--- src/rtl/bcd_convert_sched_pkg.sv ---
// Shared constants, state encoding and helpers for the
// time-shared binary-to-BCD converter.
package bcd_convert_sched_pkg;

   localparam int         BCD_DIGIT_W = 4;
   localparam logic [3:0] ADD3_THRESH = 4'd5;
   localparam logic [3:0] ADD3_VAL    = 4'd3;

   typedef enum logic [1:0] {
      ST_IDLE  = 2'd0,
      ST_SHIFT = 2'd1,
      ST_DONE  = 2'd2
   } state_e;

   // Largest value representable in 'digits' decimal digits (digits <= 19).
   function automatic logic [63:0] max_bcd_value(input int digits);
      logic [63:0] v;
      v = 64'd1;
      for (int i = 0; i < digits; i++) begin
         v = v * 64'd10;
      end
      return v - 64'd1;
   endfunction

endpackage

--- src/rtl/bcd_convert_sched_dabble_step.sv ---
// One shift-and-add-3 iteration: adjust every digit >= 5,
// then shift left by one, pulling in the next binary bit.
module bcd_dabble_step
   import bcd_convert_sched_pkg::*;
#(
   parameter int DIGITS = 8
) (
   input  logic [BCD_DIGIT_W*DIGITS-1:0] acc_i,
   input  logic                          msb_i,
   output logic [BCD_DIGIT_W*DIGITS-1:0] acc_o
);

   localparam int AW = BCD_DIGIT_W * DIGITS;

   logic [AW-1:0] adj;

   always_comb begin
      adj = acc_i;
      for (int d = 0; d < DIGITS; d++) begin
         if (acc_i[d*BCD_DIGIT_W +: BCD_DIGIT_W] >= ADD3_THRESH) begin
            adj[d*BCD_DIGIT_W +: BCD_DIGIT_W] =
               acc_i[d*BCD_DIGIT_W +: BCD_DIGIT_W] + ADD3_VAL;
         end
      end
   end

   assign acc_o = {adj[AW-2:0], msb_i};

endmodule

--- src/rtl/bcd_convert_sched.sv ---
// Round-robin scheduler sharing one sequential binary-to-BCD
// engine among NREQ requesters; results are tagged with the id.
module bcd_convert_sched
   import bcd_convert_sched_pkg::*;
#(
   parameter int NREQ   = 2,
   parameter int WIDTH  = 32,
   parameter int DIGITS = 8,
   parameter int IDW    = 1
) (
   input  logic                    clk,
   input  logic                    rst,
   input  logic [NREQ-1:0]         req_valid,
   input  logic [NREQ*WIDTH-1:0]   req_hex,
   output logic [NREQ-1:0]         req_ready,
   output logic                    bcd_valid,
   output logic [4*DIGITS-1:0]     bcd_out,
   output logic [IDW-1:0]          bcd_id,
   output logic                    bcd_ovf,
   output logic                    busy
);

   localparam int          AW      = BCD_DIGIT_W * DIGITS;
   localparam int          CW      = $clog2(WIDTH + 1);
   localparam logic [63:0] MAX_VAL = max_bcd_value(DIGITS);
   localparam logic [CW-1:0] LAST_IT = CW'(WIDTH - 1);

   state_e              state_q, state_d;
   logic [IDW-1:0]      rr_q, rr_d;
   logic [IDW-1:0]      id_q, id_d;
   logic [WIDTH-1:0]    shreg_q, shreg_d;
   logic [AW-1:0]       acc_q, acc_d;
   logic [CW-1:0]       cnt_q, cnt_d;
   logic                ovf_q, ovf_d;
   logic                bcd_valid_q, bcd_valid_d;
   logic [AW-1:0]       bcd_out_q, bcd_out_d;
   logic [IDW-1:0]      bcd_id_q, bcd_id_d;
   logic                bcd_ovf_q, bcd_ovf_d;

   logic                grant;
   logic [IDW-1:0]      win;
   logic [WIDTH-1:0]    hex_sel;
   logic [AW-1:0]       acc_step;
   int                  idx;

   bcd_dabble_step #(
      .DIGITS (DIGITS)
   ) u_step (
      .acc_i (acc_q),
      .msb_i (shreg_q[WIDTH-1]),
      .acc_o (acc_step)
   );

   // Scan from the lowest offset last so the nearest index at/above rr wins.
   always_comb begin
      grant = 1'b0;
      win   = '0;
      idx   = 0;
      if (!rst && state_q == ST_IDLE) begin
         for (int k = NREQ - 1; k >= 0; k--) begin
            idx = int'(rr_q) + k;
            if (idx >= NREQ) idx = idx - NREQ;
            if (req_valid[idx]) begin
               grant = 1'b1;
               win   = IDW'(idx);
            end
         end
      end
      req_ready = grant ? (NREQ'(1) << win) : '0;
      hex_sel   = req_hex[int'(win)*WIDTH +: WIDTH];
   end

   always_comb begin
      state_d     = state_q;
      rr_d        = rr_q;
      id_d        = id_q;
      shreg_d     = shreg_q;
      acc_d       = acc_q;
      cnt_d       = cnt_q;
      ovf_d       = ovf_q;
      bcd_valid_d = 1'b0;
      bcd_out_d   = bcd_out_q;
      bcd_id_d    = bcd_id_q;
      bcd_ovf_d   = bcd_ovf_q;
      unique case (state_q)
         ST_IDLE: begin
            if (grant) begin
               state_d = ST_SHIFT;
               id_d    = win;
               rr_d    = (int'(win) == NREQ - 1) ? '0 : win + IDW'(1);
               shreg_d = hex_sel;
               acc_d   = '0;
               cnt_d   = '0;
               ovf_d   = 64'(hex_sel) > MAX_VAL;
            end
         end
         ST_SHIFT: begin
            acc_d   = acc_step;
            shreg_d = shreg_q << 1;
            cnt_d   = cnt_q + CW'(1);
            if (cnt_q == LAST_IT) state_d = ST_DONE;
         end
         ST_DONE: begin
            state_d     = ST_IDLE;
            bcd_valid_d = 1'b1;
            bcd_out_d   = ovf_q ? {DIGITS{4'h9}} : acc_q;
            bcd_id_d    = id_q;
            bcd_ovf_d   = ovf_q;
         end
         default: state_d = ST_IDLE;
      endcase
   end

   always_ff @(posedge clk) begin
      if (rst) begin
         state_q     <= ST_IDLE;
         rr_q        <= '0;
         id_q        <= '0;
         shreg_q     <= '0;
         acc_q       <= '0;
         cnt_q       <= '0;
         ovf_q       <= 1'b0;
         bcd_valid_q <= 1'b0;
         bcd_out_q   <= '0;
         bcd_id_q    <= '0;
         bcd_ovf_q   <= 1'b0;
      end else begin
         state_q     <= state_d;
         rr_q        <= rr_d;
         id_q        <= id_d;
         shreg_q     <= shreg_d;
         acc_q       <= acc_d;
         cnt_q       <= cnt_d;
         ovf_q       <= ovf_d;
         bcd_valid_q <= bcd_valid_d;
         bcd_out_q   <= bcd_out_d;
         bcd_id_q    <= bcd_id_d;
         bcd_ovf_q   <= bcd_ovf_d;
      end
   end

   assign bcd_valid = bcd_valid_q;
   assign bcd_out   = bcd_out_q;
   assign bcd_id    = bcd_id_q;
   assign bcd_ovf   = bcd_ovf_q;
   assign busy      = (state_q != ST_IDLE);

endmodule

--- config.mk ---
export PLATFORM = sky130hd
export DESIGN_NAME = bcd_convert_sched
export DESIGN_NICKNAME = d
export VERILOG_FILES = /design/src/rtl/bcd_convert_sched_pkg.sv /design/src/rtl/bcd_convert_sched_dabble_step.sv /design/src/rtl/bcd_convert_sched.sv
export SDC_FILE = /design/constraint.sdc
export NUM_CORES = 1
export LEC_CHECK = 0
export ABC_AREA = 1
export CORE_ASPECT_RATIO = 1.5
export CORE_MARGIN = 1.5
export CORE_UTILIZATION = 35
export CTS_CLUSTER_SIZE = 12
export DETAILED_ROUTE_END_ITERATION = 8
export REMOVE_ABC_BUFFERS = 1
export SLEW_MARGIN = 20
export SYNTH_ARGS = -nofsm -noshare
export SYNTH_HDL_FRONTEND = slang
export SYNTH_SLANG_ARGS = --single-unit
--- constraint.sdc ---
create_clock -name clk -period 2 [get_ports clk]
set_clock_uncertainty 0.2 [all_clocks]
set_input_delay 0.2 -clock clk [delete_from_list [all_inputs] [get_ports clk]]
set_output_delay 0.2 -clock clk [all_outputs]
set_load 0.005 [all_outputs]
==> results.py <==
metrics = {
    "clock_tree": {
        "cts.root.buffer_cell": "sky130_fd_sc_hd__clkbuf_16",
        "tritoncts": "yes",
        "clk_pin_slew_worst_paths_ns": 0.07,
        "clock_insertion_delay_worst_skew_ns": 0.34,
        "cts_max_path_buffers": 2,
        "number_of_clock_sinks": 110,
        "cts_inserted_buffers": 9,
        "cts_htree_levels": 3,
    },
    "route": {
        "detail_route.wirelength_um": 13600,
        "ant_nets": 0,
        "post-route-drc-count": 0,
        "vias_per_cell": 4.81,
        "first_drt_iteration_drcs": 267,
        "detail_route.wl_per_cell_um": 12.1,
        "drt_first_pass_iters": 4,
        "num_vias": 5404,
    },
    "final_layout": {
        "area_occupied_by_multi_input_gates_um2": 2800,
        "finish.utilization": 0.484,
        "register_area_um2": 2200,
        "drive_gt1_frac": 0.108,
        "areaGrowthSynthToFinish_pct": 34.2,
        "layout.cell_area.non_filler_um2": 7360,
        "final.fill_count": 1544,
        "nNetsFinal": 1004,
        "diodes": 0,
    },
    "setup_path": {
        "startpoint_type": "register",
        "regToRegSetupSlack_ns": 0.12,
        "launching_element_of_the_worst_setup_path": "state_q[1]",
        "r2r-end": "ovf_q",
        "critPathCaptureType": "primary output",
        "crit_required_ns": 1.60,
        "timing.reg2reg.worst_path_depth": 13,
        "timing_worst_setup_path_type": "register to primary output",
        "crit-reg2reg-launch": "state_q[1]",
        "arrival_ns": 1.55,
        "critPathMaxFanout": 5,
    },
    "timing": {
        "fmax_mhz": 513,
        "layout_min_cycle_time_ns": 1.95,
        "tightestPinTransition_ns": 0.490,
        "holdWs_ns": 0.231,
        "report.final.slew_viol_count": 0,
        "worst_slew_margin_relative_to_its_limit": 0.673,
        "report.final.hold_viol_count": 0,
        "period_share": 0.974,
        "rsz0062_at_grt": "yes",
        "final-setup-viol-count": 0,
    },
    "grt": {
        "first_pass_grt_wire_length_um": 22700,
        "grt_start_max_net_pins": 105,
        "first_global_vias": 4971,
        "grt_overflow_total": 0,
        "gr_util_all_layers": 0.167,
        "antenna_found_initial": 0,
    },
    "yosys": {
        "synth-edff-count": 0,
        "netlist_top_cells_area": "sky130_fd_sc_hd__dfxtp_1, sky130_fd_sc_hd__nand2_1, sky130_fd_sc_hd__a21oi_1",
        "ys_seq_area_frac": 0.401,
        "synthMostInstantiatedCell": "sky130_fd_sc_hd__nand2_1",
        "yosysUniqueCellTypes": 30,
        "netlist.top_cell.by_area": "sky130_fd_sc_hd__dfxtp_1",
        "synth_top_flop_cell": "sky130_fd_sc_hd__dfxtp_1",
        "synthCells": 798,
        "top_post_synthesis_cells_by_count": "sky130_fd_sc_hd__nand2_1, sky130_fd_sc_hd__dfxtp_1, sky130_fd_sc_hd__a21oi_1",
        "synth_top_area_frac": 0.401,
        "ys_seq_elements": 110,
        "syn_area_um2": 5490,
        "async_flop_share": 0,
        "yosysWarningCount": 0,
        "syn_avg_cell_area_um2": 6.88,
    },
    "placement": {
        "routabilityCongestion": 0.805,
        "place.port_buffers": 105,
        "place_hpwl_um": 9460,
        "placed_area_um2": 6940,
    },
    "min_path": {
        "hold_end": "shreg_q[30]",
        "hold_class": "input port to register",
        "whs_path_depth": 3,
        "hp-start": "rst",
    },
    "die": {
        "chipHeight_um": 156,
        "initial_core_util": 0.361,
        "coreArea_um2": 15200,
        "floorplan.die_area_um2": 16500,
        "io_pins": 106,
        "chipWidth_um": 105,
        "std_cell_rows": 55,
    },
    "power": {
        "max-vdd-ir-drop_mv": 0.502,
        "power_density_nw_per_um2": 669,
        "cellLeakagePower_nw": 2.74,
    },
    "flow_run": {
        "timing.max_cap.violations": 0,
    },
    "outcome": {
        "outcome": "completed",
    },
}
==> critical path: stages, from the launching register on <==
cell                            delay (ns)
sky130_fd_sc_hd__dfxtp_1              0.33
sky130_fd_sc_hd__inv_2                0.08
sky130_fd_sc_hd__nand2_4              0.08
sky130_fd_sc_hd__nor2_8               0.15
sky130_fd_sc_hd__o21ai_1              0.14
sky130_fd_sc_hd__nor2_1               0.17
sky130_fd_sc_hd__dlygate4sd2_1        0.26
==> placed cells by master (no fill, tap or decap), types with 11 or more instances in the layout <==
cell                                n
sky130_fd_sc_hd__dfxtp_1          109
sky130_fd_sc_hd__o21ai_0           44
sky130_fd_sc_hd__inv_1             76
sky130_fd_sc_hd__a31oi_1           29
sky130_fd_sc_hd__clkbuf_16         11
sky130_fd_sc_hd__clkdlybuf4s50_1  102
sky130_fd_sc_hd__a21oi_1           81
sky130_fd_sc_hd__ha_1              17
sky130_fd_sc_hd__or2_2             13
sky130_fd_sc_hd__nand3_1           41
sky130_fd_sc_hd__nor2_1            31
sky130_fd_sc_hd__buf_4             40
sky130_fd_sc_hd__nand2_1          249
==> sequential cells by signal, indices dropped and copies added, names as in the netlist <==
name,count
state_q,2
shreg_q,32
bcd_id,1
ovf_q,1
bcd_valid,1
cnt_q,6
bcd_ovf,1
rr_q,1
bcd_out,32
id_q,1
acc_q,32
==> cells by family after synthesis <==
group,after synthesis,share of synthesized area
DFF,110,0.401
and+or+nand+nor,365,0.278
adders and majority gates,17,0.0388
AOI/OAI and AO/OA,174,0.175
buffers and inverters,125,0.0953
xor gates and xnor gates,7,0.0112
==> power breakdown <==
group	switching, mW	internal, mW
Clock	0.809	1.01
Sequential	0.0398	2.26
Combinational	0.431	0.376
Total	1.28	3.65
==> metrics by stage <==
step / std cells / setup TNS [ns] / setup WS, ns / total power, mW
2_1_floorplan: 755 / -78.64 / -1.11 / 2.69
3_3_place_gp: 1101 / -3.18 / -0.166 / 3.13
3_5_place_dp: 1101 / -3.37 / -0.197 / 3.13
4_1_cts: 1119 / 0 / 0.00344 / 4.97
5_1_grt: 1123 / -0.0407 / -0.0241 / 5.17
6_report: 1123 / 0 / 0.0516 / 4.93
==> repair_timing <==
item                                    in CTS  in global routing
gates resized for setup                      4                 15
cloned                                       0                  2
hold buffers                                 0                  0
endpoints found under the setup margin       2                  3
setup buffers                                2                  3
pin swaps                                    2                  5
==> metal layers <==
layer  track usage  share of wire  vias to the layer above
met2         0.317           0.51                      122
met5             0              0                        -
met1         0.191           0.44                     2455
met3        0.0258          0.035                       13
li1              -              -                     2814
met4        0.0470          0.013                        0
==> cell type report <==
cell class | count | share of cell area
flip-flops and latches | 110 | 0.299
clock buffers | 11 | 0.0330
well taps | 199 | 0.0338
multi-input cells | 563 | 0.380
clock inverters | 5 | 0.00782
repair buffers | 153 | 0.204
inverters | 82 | 0.0421
==> worst max-delay path by stage <==
stage	end
detailed placement	ovf_q
global placement	ovf_q
floorplan	acc_q[12]
CTS	ovf_q
global route	req_ready[0]
finish	req_ready[0]
Note: power is estimated with default switching activity, not from simulation.
